[src/rtl/mem_err_monitor.sv]
// mem_err_monitor: counts MEM1/MEM2 ECC events, logs first uncorrectable failure, WARN/FAULT escalation with req/ack clear
module mem_err_monitor #(
  parameter int CNT_W       = 8,
  parameter int ADDR_W      = 8,
  parameter int CORR_THRESH = 4
) (
  input  logic              clk,
  input  logic              rst,
  input  logic              mem1_err_detected,
  input  logic              mem1_err_corrected,
  input  logic [ADDR_W-1:0] mem1_addr,
  input  logic              mem2_err_detected,
  input  logic              mem2_err_corrected,
  input  logic [ADDR_W-1:0] mem2_addr,
  input  logic              clr_req,
  output logic              clr_ack,
  output logic [CNT_W-1:0]  mem1_corr_cnt,
  output logic [CNT_W-1:0]  mem1_uncorr_cnt,
  output logic [CNT_W-1:0]  mem2_corr_cnt,
  output logic [CNT_W-1:0]  mem2_uncorr_cnt,
  output logic              first_fail_valid,
  output logic              first_fail_src,
  output logic [ADDR_W-1:0] first_fail_addr,
  output logic              warn,
  output logic              fault_irq,
  output logic [1:0]        state
);
  typedef enum logic [1:0] {IDLE = 2'd0, WARN = 2'd1, FAULT = 2'd2, CLEAR = 2'd3} state_t;
  state_t state_q, state_d;
  logic m1_prev_q, m2_prev_q, clr_prev_q;
  logic [CNT_W-1:0] m1_corr_q, m1_corr_d, m1_unc_q, m1_unc_d, m2_corr_q, m2_corr_d, m2_unc_q, m2_unc_d;
  logic ff_valid_q, ff_valid_d, ff_src_q, ff_src_d;
  logic [ADDR_W-1:0] ff_addr_q, ff_addr_d;
  logic warn_q, warn_d, fault_q, fault_d, ack_q, ack_d;
  logic c1, u1, c2, u2, clr_edge, zero, any_unc, log_en;
  logic [CNT_W:0] corr_total;
  function automatic logic [CNT_W-1:0] bump(input logic [CNT_W-1:0] c, input logic inc, input logic clr);
    return clr ? CNT_W'(inc) : (inc && c != '1) ? c + 1'b1 : c;
  endfunction
  always_comb begin
    c1 = mem1_err_detected & ~m1_prev_q & mem1_err_corrected;
    u1 = mem1_err_detected & ~m1_prev_q & ~mem1_err_corrected;
    c2 = mem2_err_detected & ~m2_prev_q & mem2_err_corrected;
    u2 = mem2_err_detected & ~m2_prev_q & ~mem2_err_corrected;
    clr_edge = clr_req & ~clr_prev_q;
    corr_total = {1'b0, m1_corr_q} + {1'b0, m2_corr_q};
    any_unc = (|m1_unc_q) | (|m2_unc_q);
    state_d = state_q;
    case (state_q)
      IDLE:    state_d = clr_edge ? CLEAR : any_unc ? FAULT : (corr_total >= (CNT_W+1)'(CORR_THRESH)) ? WARN : IDLE;
      WARN:    state_d = clr_edge ? CLEAR : any_unc ? FAULT : WARN;
      FAULT:   state_d = clr_edge ? CLEAR : FAULT;
      default: state_d = IDLE;
    endcase
    // Counters and log restart on the edge that enters CLEAR; a same-cycle event lands in the fresh state.
    zero = clr_edge && state_q != CLEAR;
    m1_corr_d = bump(m1_corr_q, c1, zero);
    m1_unc_d = bump(m1_unc_q, u1, zero);
    m2_corr_d = bump(m2_corr_q, c2, zero);
    m2_unc_d = bump(m2_unc_q, u2, zero);
    log_en = (zero | ~ff_valid_q) & (u1 | u2);
    ff_valid_d = log_en ? 1'b1 : zero ? 1'b0 : ff_valid_q;
    ff_src_d = log_en ? ~u1 : zero ? 1'b0 : ff_src_q;
    ff_addr_d = log_en ? (u1 ? mem1_addr : mem2_addr) : zero ? '0 : ff_addr_q;
    warn_d = state_d == WARN;
    fault_d = state_d == FAULT;
    ack_d = state_d == CLEAR;
  end
  always_ff @(posedge clk or posedge rst) begin
    if (rst) begin
      state_q <= IDLE;
      m1_prev_q <= 1'b0;
      m2_prev_q <= 1'b0;
      clr_prev_q <= 1'b0;
      m1_corr_q <= '0;
      m1_unc_q <= '0;
      m2_corr_q <= '0;
      m2_unc_q <= '0;
      ff_valid_q <= 1'b0;
      ff_src_q <= 1'b0;
      ff_addr_q <= '0;
      warn_q <= 1'b0;
      fault_q <= 1'b0;
      ack_q <= 1'b0;
    end else begin
      state_q <= state_d;
      m1_prev_q <= mem1_err_detected;
      m2_prev_q <= mem2_err_detected;
      clr_prev_q <= clr_req;
      m1_corr_q <= m1_corr_d;
      m1_unc_q <= m1_unc_d;
      m2_corr_q <= m2_corr_d;
      m2_unc_q <= m2_unc_d;
      ff_valid_q <= ff_valid_d;
      ff_src_q <= ff_src_d;
      ff_addr_q <= ff_addr_d;
      warn_q <= warn_d;
      fault_q <= fault_d;
      ack_q <= ack_d;
    end
  end
  assign clr_ack = ack_q;
  assign mem1_corr_cnt = m1_corr_q;
  assign mem1_uncorr_cnt = m1_unc_q;
  assign mem2_corr_cnt = m2_corr_q;
  assign mem2_uncorr_cnt = m2_unc_q;
  assign first_fail_valid = ff_valid_q;
  assign first_fail_src = ff_src_q;
  assign first_fail_addr = ff_addr_q;
  assign warn = warn_q;
  assign fault_irq = fault_q;
  assign state = state_q;
endmodule

[config.mk]
export PLATFORM = sky130hd
export DESIGN_NAME = mem_err_monitor
export DESIGN_NICKNAME = d
export VERILOG_FILES = /design/src/rtl/mem_err_monitor.sv
export SDC_FILE = /design/constraint.sdc
export NUM_CORES = 1
export LEC_CHECK = 0
export ABC_AREA = 1
export ABC_CLOCK_PERIOD_IN_PS = 1400
export CAP_MARGIN = 10
export CORE_MARGIN = 8
export CORE_UTILIZATION = 45
export CTS_CLUSTER_SIZE = 25
export DETAILED_ROUTE_END_ITERATION = 8
export PLACE_DENSITY = 0.73
export SETUP_SLACK_MARGIN = 0.15
export SLEW_MARGIN = 0
export SYNTH_ARGS = -nofsm -noshare
export SYNTH_HDL_FRONTEND = slang
export SYNTH_SLANG_ARGS = --single-unit
[constraint.sdc]
create_clock -name clk -period 1.4 [get_ports clk]
set_input_delay 0.21 -clock clk [delete_from_list [all_inputs] [get_ports clk]]
set_output_delay 0.21 -clock clk [all_outputs]
set_load 0.05 [all_outputs]
==> reports/qor.yml, run 1 <==
sta:
  tightest_slew_ps: 291.9
  drv_slew: 0
  setup_tns_ps: -2163
  slew_headroom_pct: 80.51
  setup_viol: 20
  fmax_mhz: 623.7
  holdWs_ps: 167.2
  fin_ws_ps: -203.3
  finalHoldViolations: 0
  fin_crit_sh_pct: 114.5
  finalClockSkew_ps: 6.439
  period_needed_ps: 1603
  rsz0062_at_grt: "true"
worst_setup_path:
  end_kind: "flip-flop"
  worst-path-max-fanout: 3
  critPathArrivalTime_ps: 1790
  r2r_cells: 9
  worstSetupPathType: "flip-flop to flip-flop"
  worst-path-stages: 9
  worstPathRequired_ps: 1590
  start_kind: "flip-flop"
  slowest_stage: "dfrtp_4"
  slowest_delay_ps: 450
  startpoint: "mem2_corr_cnt[0]"
  path_cells: "ha_4 -> inv_2 -> fa_2 -> nand2_1 -> nand3_1 -> nor2_1 -> nand3_1 -> nand2_2 -> nor2_1"
  r2r_start: "mem2_corr_cnt[0]"
  crit_family: "simple AND/OR/NAND/NOR gates"
  crit_buf_inv: 1
cells_and_area:
  layout-drive-gt1-share_pct: 42.20
  area_delta_synth_final_pct: 74.31
  num_antenna_cells: 0
  num-fill-cells: 429
  layout.cells.non_filler: 625
  nets: 582
global_routing:
  grt_max_degree: 51
  grt_pass1_wl_um: 16150
  met2_usage_pct: 35.50
  grt_pass1_vias: 3345
  use_met1_pct: 23.63
  grt.busiest_layer: "met2"
  grt_usage_pct: 20.01
  grt_overflow_total: 0
  grt_antenna_before_repair: 0
  grt_util_met3_pct: 4.369
routing:
  drt_wl_total_um: 9994
  avgRoutedWirePerCell_um: 15.99
  vias: 3330
  antenna_left: 0
  viasPerCell: 5.328
  drtIter0Drc: 184
  drcViolationCount: 0
  dr.pass1.iters: 6
power_and_ir_drop:
  vdd_drop_max_uv: 722.5
  seqPwrFrac_pct: 33.9
  leakage_nw: 2.531
  p_clk_share_pct: 18.2
  p_sw_share_pct: 38.78
  combinationalPowerShare_pct: 47.9
  powerDensity_nw_per_um2: 1053
  switchingPower_mw: 2.194
  p_int_mw: 3.463
placed_design:
  io_buffers: 69
  dpl.hpwl_um: 6924
  gp_congestion: 0.9076
  dp_cells: 590
  pre_cts_ws_ps: -256.2
yosys:
  synthMuxAreaShare_pct: 0
  synth_xor_area_share_pct: 1.136
  synth-seq-area-share_pct: 40.58
  yosys_warnings: 0
  synth_edf_count: 0
  yosys.area.top_type: "dfrtp_1"
  synth-seq-cells: 50
  synth-simple-area-share_pct: 32.47
  yosys.cell_types.count: 31
  synth_fa_ha_area_share_pct: 6.331
  synth.most_common_cell: "nand2_1"
  synth_common_cells: "nand2_1 (104), inv_1 (57), dfrtp_1 (50), nand3_1 (38), nor2_1 (24)"
  synth_cells: 403
  syn_area_per_cell_sq_um: 7.650
  synth.top_cell.area_share_pct: 40.58
  syn_nets: 441
  synth_compound_area_share_pct: 9.375
  synth_area_leaders: "dfrtp_1 (41%), nand2_1 (13%), inv_1 (6.9%)"
  synthFlopType: "dfrtp_1"
  synth_top_family_by_area: "simple AND/OR/NAND/NOR gates"
  syn_area_sq_um: 3083
  async_flop_share_pct: 100.0
outcome:
  violations: "negative setup slack"
  status: "complete, but fails checks"
floorplan:
  dieArea_sq_um: 9756
  start_util_pct: 45.88
  core_area_sq_um: 6719
  die_y_um: 98.77
  rows: 30
  die_x_um: 98.77
  io_pins: 70
clock_network:
  htreeDepth: 2
  hold_buffers: 0
  clkTransAtPathRegs_ps: 100
  clk_latency_ps: 310
  cts_buffers: 5
  cts_tree: "yes"
  clock_path_buffers: 2
  root_buffer: "clkbuf_8"
  cts.sinks: 50
worst_hold_path:
  whs_path_depth: 1
  hold_path.class: "primary input to flip-flop"
  hold_start: "clr_req"
flow_run:
  maxCapViolations: 0
layout by cell type (no fill, tap or decap), types with 4 or more instances in the layout:
| master | instances |
|---|---|
| dfrtp_2 | 23 |
| nor2_2 | 4 |
| inv_1 | 47 |
| nand3_2 | 9 |
| ha_4 | 5 |
| clkbuf_8 | 5 |
| inv_2 | 8 |
| nor2_1 | 23 |
| or2_2 | 6 |
| dfrtp_1 | 25 |
| ha_1 | 9 |
| o21bai_1 | 5 |
| nand3_1 | 28 |
| nand2_1 | 93 |
| nand2_4 | 9 |
| inv_4 | 5 |
| nand2_2 | 8 |
| o211ai_1 | 8 |
| nand4_1 | 19 |
| nand3_4 | 4 |
| clkdlybuf4s50_1 | 19 |
| o21ai_1 | 24 |
| buf_4 | 46 |
| buf_12 | 49 |
| buf_6 | 24 |
| o21ai_2 | 4 |
through the flow:
stage / instance area, sq um / power [mW] / utilization (%)
after global routing: 5374 / 5.889 / 79.98
after floorplan: 3226 / 3.065 / -
after CTS: 5142 / 5.486 / 76.54
after detailed placement: 4786 / 4.346 / 71.23
final: 5374 / 5.657 / 79.98
after global placement: 4786 / 4.297 / 71.23
power groups by stage:
stage,logic (mW),registers (mW),clock network (mW)
after CTS,2.52,1.91,1.05
after detailed placement,2.40,1.95,0
after floorplan,0.593,2.47,0
after global placement,2.36,1.94,0
after global routing,2.86,1.94,1.09
final,2.71,1.92,1.03
cell families after synthesis:
| family | count (synthesis) |
|---|---|
| AOI/OAI and AO/OA | 49 |
| xor gates and xnor gates | 4 |
| adders and majority gates | 15 |
| buffers and inverters | 72 |
| DFF | 50 |
| and+or+nand+nor | 213 |
worst paths after layout:
| kind | end | slack, ps |
|---|---|---|
| hold / removal | clr_prev_q | 170 |
| setup reg to reg | warn | -200 |
| hold reg to reg | mem2_corr_cnt[4] | 560 |
| max in group asynchronous | mem1_uncorr_cnt[4] | 840 |
| setup / recovery | warn | -200 |
| min in group asynchronous | mem1_corr_cnt[3] | 300 |
registers in the layout, indices dropped and copies added, names as in the netlist:
| name | flops |
|---|---|
| state | 2 |
| warn | 1 |
| clr_prev_q | 1 |
| first_fail_addr | 8 |
| first_fail_valid | 1 |
| clr_ack | 1 |
| mem2_corr_cnt | 8 |
| mem2_uncorr_cnt | 8 |
| mem1_corr_cnt | 8 |
| fault_irq | 1 |
| m2_prev_q | 1 |
| first_fail_src | 1 |
| m1_prev_q | 1 |
| mem1_uncorr_cnt | 8 |
layout make-up:
type	instances	area (sq um)	area share, %
Sequential cell	50	1287	23.96
Clock inverter	3	40.04	0.7451
Inverter	64	271.5	5.052
Tap cell	80	100.1	1.863
Multi-Input combinational cell	282	1789	33.29
Timing Repair Buffer	141	1817	33.81
Clock buffer	5	68.82	1.281
layer usage:
metal	share of wire (%)	routed length [um]	up-vias
met5	0	0	-
met4	1.9	193	0
met3	6.1	607	22
met2	52	5148	143
met1	40	4045	1578
li1	-	-	1587
timing repair:
item / 4_1_cts / 5_1_grt
resized for setup: 37 / 45
endpoints found under the setup margin: 61 / 64
cloned: 1 / 0
pin swaps: 21 / 16
setup buffers: 17 / 9
No activity file was read; power rests on OpenSTA's default activity.
==> run 2: changes to the inputs <==
ABC_CLOCK_PERIOD_IN_PS = 1500   (was 1400)
PLACE_DENSITY = 0.7   (was 0.73)
clock period = 1.5 ns   (was 1.4 ns; I/O delays follow)
==> reports/qor.yml, run 2 (same netlist as run 1, synthesis figures left out) <==
outcome:
  status: "complete, but fails checks"
  violations: "negative setup slack"
floorplan:
  die_x_um: 98.77
  die_y_um: 98.77
  rows: 30
  dieArea_sq_um: 9756
  start_util_pct: 45.88
  core_area_sq_um: 6719
  io_pins: 70
power_and_ir_drop:
  vdd_drop_max_uv: 797.5
  leakage_nw: 2.310
  powerDensity_nw_per_um2: 973.4
clock_network:
  clkTransAtPathRegs_ps: 100
  root_buffer: "clkbuf_8"
  clk_latency_ps: 300
  cts_buffers: 5
  htreeDepth: 2
  hold_buffers: 0
  cts_tree: "yes"
  cts.sinks: 50
  clock_path_buffers: 2
sta:
  rsz0062_at_grt: "true"
  fmax_mhz: 639.8
  period_needed_ps: 1563
  setup_tns_ps: -230.5
  tightest_slew_ps: 285.9
  fin_ws_ps: -63.03
  drv_slew: 0
  holdWs_ps: 313.8
  finalClockSkew_ps: 6.845
  finalHoldViolations: 0
  setup_viol: 9
  fin_crit_sh_pct: 104.2
  slew_headroom_pct: 80.94
global_routing:
  grt_overflow_total: 0
  grt_antenna_before_repair: 0
  grt_usage_pct: 18.39
  grt_pass1_wl_um: 14790
  grt_max_degree: 51
  grt_pass1_vias: 3067
placed_design:
  dpl.hpwl_um: 6568
  placed_area_sq_um: 4561
  dp_cells: 583
  gp_congestion: 0.8383
  io_buffers: 69
cells_and_area:
  num_antenna_cells: 0
  final_common_cell: "nand2_1"
  nets: 558
  layout.cells.non_filler: 601
  finalInstanceArea_sq_um: 4828
  area_delta_synth_final_pct: 56.62
  final_cell_mix: "nand2_1 (97), buf_4 (59), inv_1 (52), buf_12 (35), nand3_1 (34)"
  num-fill-cells: 495
  layout-drive-gt1-share_pct: 36.28
  final_core_util_pct: 71.86
worst_setup_path:
  worstSetupPathType: "flip-flop to flip-flop"
  worst-path-max-fanout: 3
  worstPathRequired_ps: 1690
  end_kind: "flip-flop"
  critPathArrivalTime_ps: 1750
  start_kind: "flip-flop"
routing:
  avgRoutedWirePerCell_um: 14.46
  drt_wl_total_um: 8689
  viasPerCell: 5.087
  dr.pass1.iters: 4
  vias: 3057
  antenna_left: 0
  drcViolationCount: 0
  drtIter0Drc: 112
worst_hold_path:
  hold_path.class: "primary input to async pin"
flow_run:
  maxCapViolations: 0
[run 2: critical path, cell delays in order, from the launching register on]
cell and delay (ps):
dfrtp_4 450, ha_4 140, inv_2 30, fa_2 350, nand2_1 70, nand3_1 70
nor2_1 80, nand3_1 80, nand2_1 100, nor2_1 60
[run 2: through the flow]
stage / power [mW] / worst slack, ps
final: 4.700 / -63.03
after global routing: 4.914 / -145.0
after CTS: 4.675 / -39.67
after detailed placement: 3.731 / -182.5
after global placement: 3.704 / -122.1
after floorplan: 2.850 / -105.5
[run 2: per-layer routing]
| metal | track usage (%) | share of wire, % | up-vias |
|---|---|---|---|
| li1 | - | - | 1537 |
| met3 | 4.017 | 4.2 | 8 |
| met5 | 0 | 0 | - |
| met4 | 4.959 | 1.1 | 0 |
| met2 | 30.46 | 50 | 69 |
| met1 | 23.46 | 45 | 1443 |
[run 2: path summary, 6_finish.rpt]
| kind | from | endpoint | slack, ps | cells after the start |
|---|---|---|---|---|
| worst max-delay path | mem2_corr_cnt[0] | warn | -60 | 9 |
| worst min-delay path | rst | mem1_corr_cnt[5] | 310 | 3 |
| worst max register to register | mem2_corr_cnt[0] | warn | -60 | 9 |
| worst min register to register | first_fail_addr[4] | first_fail_addr[4] | 530 | 2 |
| max in group asynchronous | rst | mem2_corr_cnt[0] | 920 | 3 |
| min in group clk | clr_req | clr_prev_q | 390 | 1 |
[run 2: area by class of cell]
| cell class | count | area [sq um] | area share (%) |
|---|---|---|---|
| clock inverters | 1 | 8.758 | 0.1814 |
| well taps | 80 | 100.1 | 2.073 |
| inverters | 64 | 266.5 | 5.520 |
| flip-flops and latches | 50 | 1286 | 26.64 |
| multi-input cells | 281 | 1684 | 34.88 |
| repair buffers | 118 | 1386 | 28.71 |
| clock buffers | 7 | 96.34 | 1.995 |
[run 2: timing repair]
item	in CTS	in global routing
gates resized for setup	5	23
setup buffers	7	3
endpoints found under the hold margin	0	0
pin swaps	6	10
setup endpoints to repair	27	43
[run 2: power breakdown]
part / internal [mW] / switching, mW
Sequential: 1.54 / 0.202
Combinational: 0.858 / 1.21
Clock: 0.424 / 0.470
==> run 3: changes to the inputs <==
SKIP_LAST_GASP = 1   (was default)
==> reports/qor.yml, run 3 (same netlist as run 1, synthesis figures left out) <==
worst_setup_path:
  rr_endpoint: "warn"
  critPathArrivalTime_ps: 1750
  slowest_stage: "dfrtp_4"
  r2r_start: "mem2_corr_cnt[0]"
  worstSetupPathType: "flip-flop to flip-flop"
  end_kind: "flip-flop"
  worst-path-max-fanout: 3
  path_cells: "ha_4 -> inv_2 -> fa_2 -> nand2_1 -> nand3_1 -> nor2_1 -> nand3_1 -> nand2_1 -> nor2_1"
  worstPathRequired_ps: 1690
  r2r_cells: 9
  start_kind: "flip-flop"
  slowest_delay_ps: 450
  regToRegSetupSlack_ps: -60
sta:
  drv_slew: 0
  fmax_mhz: 641.7
  finalHoldViolations: 0
  setup_viol: 9
  setup_tns_ps: -210.4
  period_needed_ps: 1558
  slew_headroom_pct: 81.60
  finalClockSkew_ps: 5.922
  fin_crit_sh_pct: 103.9
  rsz0062_at_grt: "true"
  fin_ws_ps: -58.26
  tightest_slew_ps: 275.9
clock_network:
  clock_path_buffers: 2
  clkTransAtPathRegs_ps: 100
  cts_buffers: 5
  hold_buffers: 0
  clk_latency_ps: 300
  cts_tree: "yes"
  root_buffer: "clkbuf_8"
  cts.sinks: 50
  htreeDepth: 2
cells_and_area:
  final_core_util_pct: 71.83
  num-fill-cells: 494
  regArea_sq_um: 1286
  layout-drive-gt1-share_pct: 36.08
  finalInstanceArea_sq_um: 4826
  layout.cells.non_filler: 601
  final_common_cell: "nand2_1"
  multi_input_area_sq_um: 1682
  nets: 558
  final_cell_mix: "nand2_1 (98), buf_4 (59), inv_1 (52), buf_12 (35), nand3_1 (34)"
  num_antenna_cells: 0
  area_delta_synth_final_pct: 56.53
routing:
  drcViolationCount: 0
  avgRoutedWirePerCell_um: 14.46
  viasPerCell: 5.116
  drt_wl_total_um: 8693
  vias: 3075
  antenna_left: 0
  drtIter0Drc: 114
  dr.pass1.iters: 4
global_routing:
  grt_pass1_wl_um: 14760
  grt_max_degree: 51
  grt_antenna_before_repair: 0
  grt_overflow_total: 0
  grt_usage_pct: 18.31
  grt_pass1_vias: 3069
floorplan:
  core_area_sq_um: 6719
  die_x_um: 98.77
  io_pins: 70
  rows: 30
  die_y_um: 98.77
  dieArea_sq_um: 9756
  start_util_pct: 45.88
placed_design:
  dp_cells: 583
  gp_congestion: 0.8383
  io_buffers: 69
  dpl.hpwl_um: 6568
  placed_area_sq_um: 4561
outcome:
  violations: "negative setup slack"
  status: "complete, but fails checks"
power_and_ir_drop:
  powerDensity_nw_per_um2: 974.0
  leakage_nw: 2.309
  vdd_drop_max_uv: 774.4
flow_run:
  maxCapViolations: 0
worst_hold_path:
  hold_path.class: "primary input to async pin"
[run 3: layer usage]
layer | track usage [%] | share of wire, %
met1 | 23.21 | 44
met2 | 30.46 | 49
met3 | 4.228 | 5.0
met4 | 4.723 | 1.4
met5 | 0 | 0
[run 3: how the worst max path moves through the flow]
stage,startpoint,endpoint,slack [ps],cells after the start
2_1_floorplan,mem2_corr_cnt[0],state[0],-110,9
3_3_place_gp,mem1_err_detected,first_fail_addr[4],-120,6
3_5_place_dp,mem1_err_detected,first_fail_addr[3],-180,6
4_1_cts,mem2_corr_cnt[0],warn,-40,9
5_1_grt,mem2_corr_cnt[0],warn,-150,8
6_report,mem2_corr_cnt[0],warn,-60,9
[run 3: area by class of cell]
| class | instances | area share [%] |
|---|---|---|
| Inverter | 64 | 5.522 |
| Clock inverter | 1 | 0.1815 |
| Clock buffer | 7 | 1.996 |
| Tap cell | 80 | 2.074 |
| Multi-Input combinational cell | 281 | 34.85 |
| Sequential cell | 50 | 26.65 |
| Timing Repair Buffer | 118 | 28.73 |
[run 3: repair_timing]
action,in CTS,in global routing
pin swaps,6,7
setup buffers,7,3
gates resized for setup,4,23
setup endpoints to repair,27,43
[run 3: critical path: cells and delay by family (launching register included)]
kind / cells / cell delay (ps)
simple gates: 6 / 460
fa+ha+maj: 2 / 490
flops: 1 / 450
buf+inv: 1 / 30
[run 3: stage by stage]
stage | worst slack [ps] | power, mW | hold WS [ps]
6_report | -58.26 | 4.701 | 315.1
5_1_grt | -145.0 | 4.915 | 320.6
4_1_cts | -39.67 | 4.672 | 325.7
3_5_place_dp | -182.5 | 3.731 | 502.5
3_3_place_gp | -122.1 | 3.704 | 492.8
2_1_floorplan | -105.5 | 2.850 | 256.4
[run 3: power breakdown]
part | switching [mW] | total (mW) | internal, mW
registers | 0.203 | 1.74 | 1.54
clock network | 0.470 | 0.893 | 0.424
logic | 1.21 | 2.07 | 0.857
total | 1.88 | 4.70 | 2.82
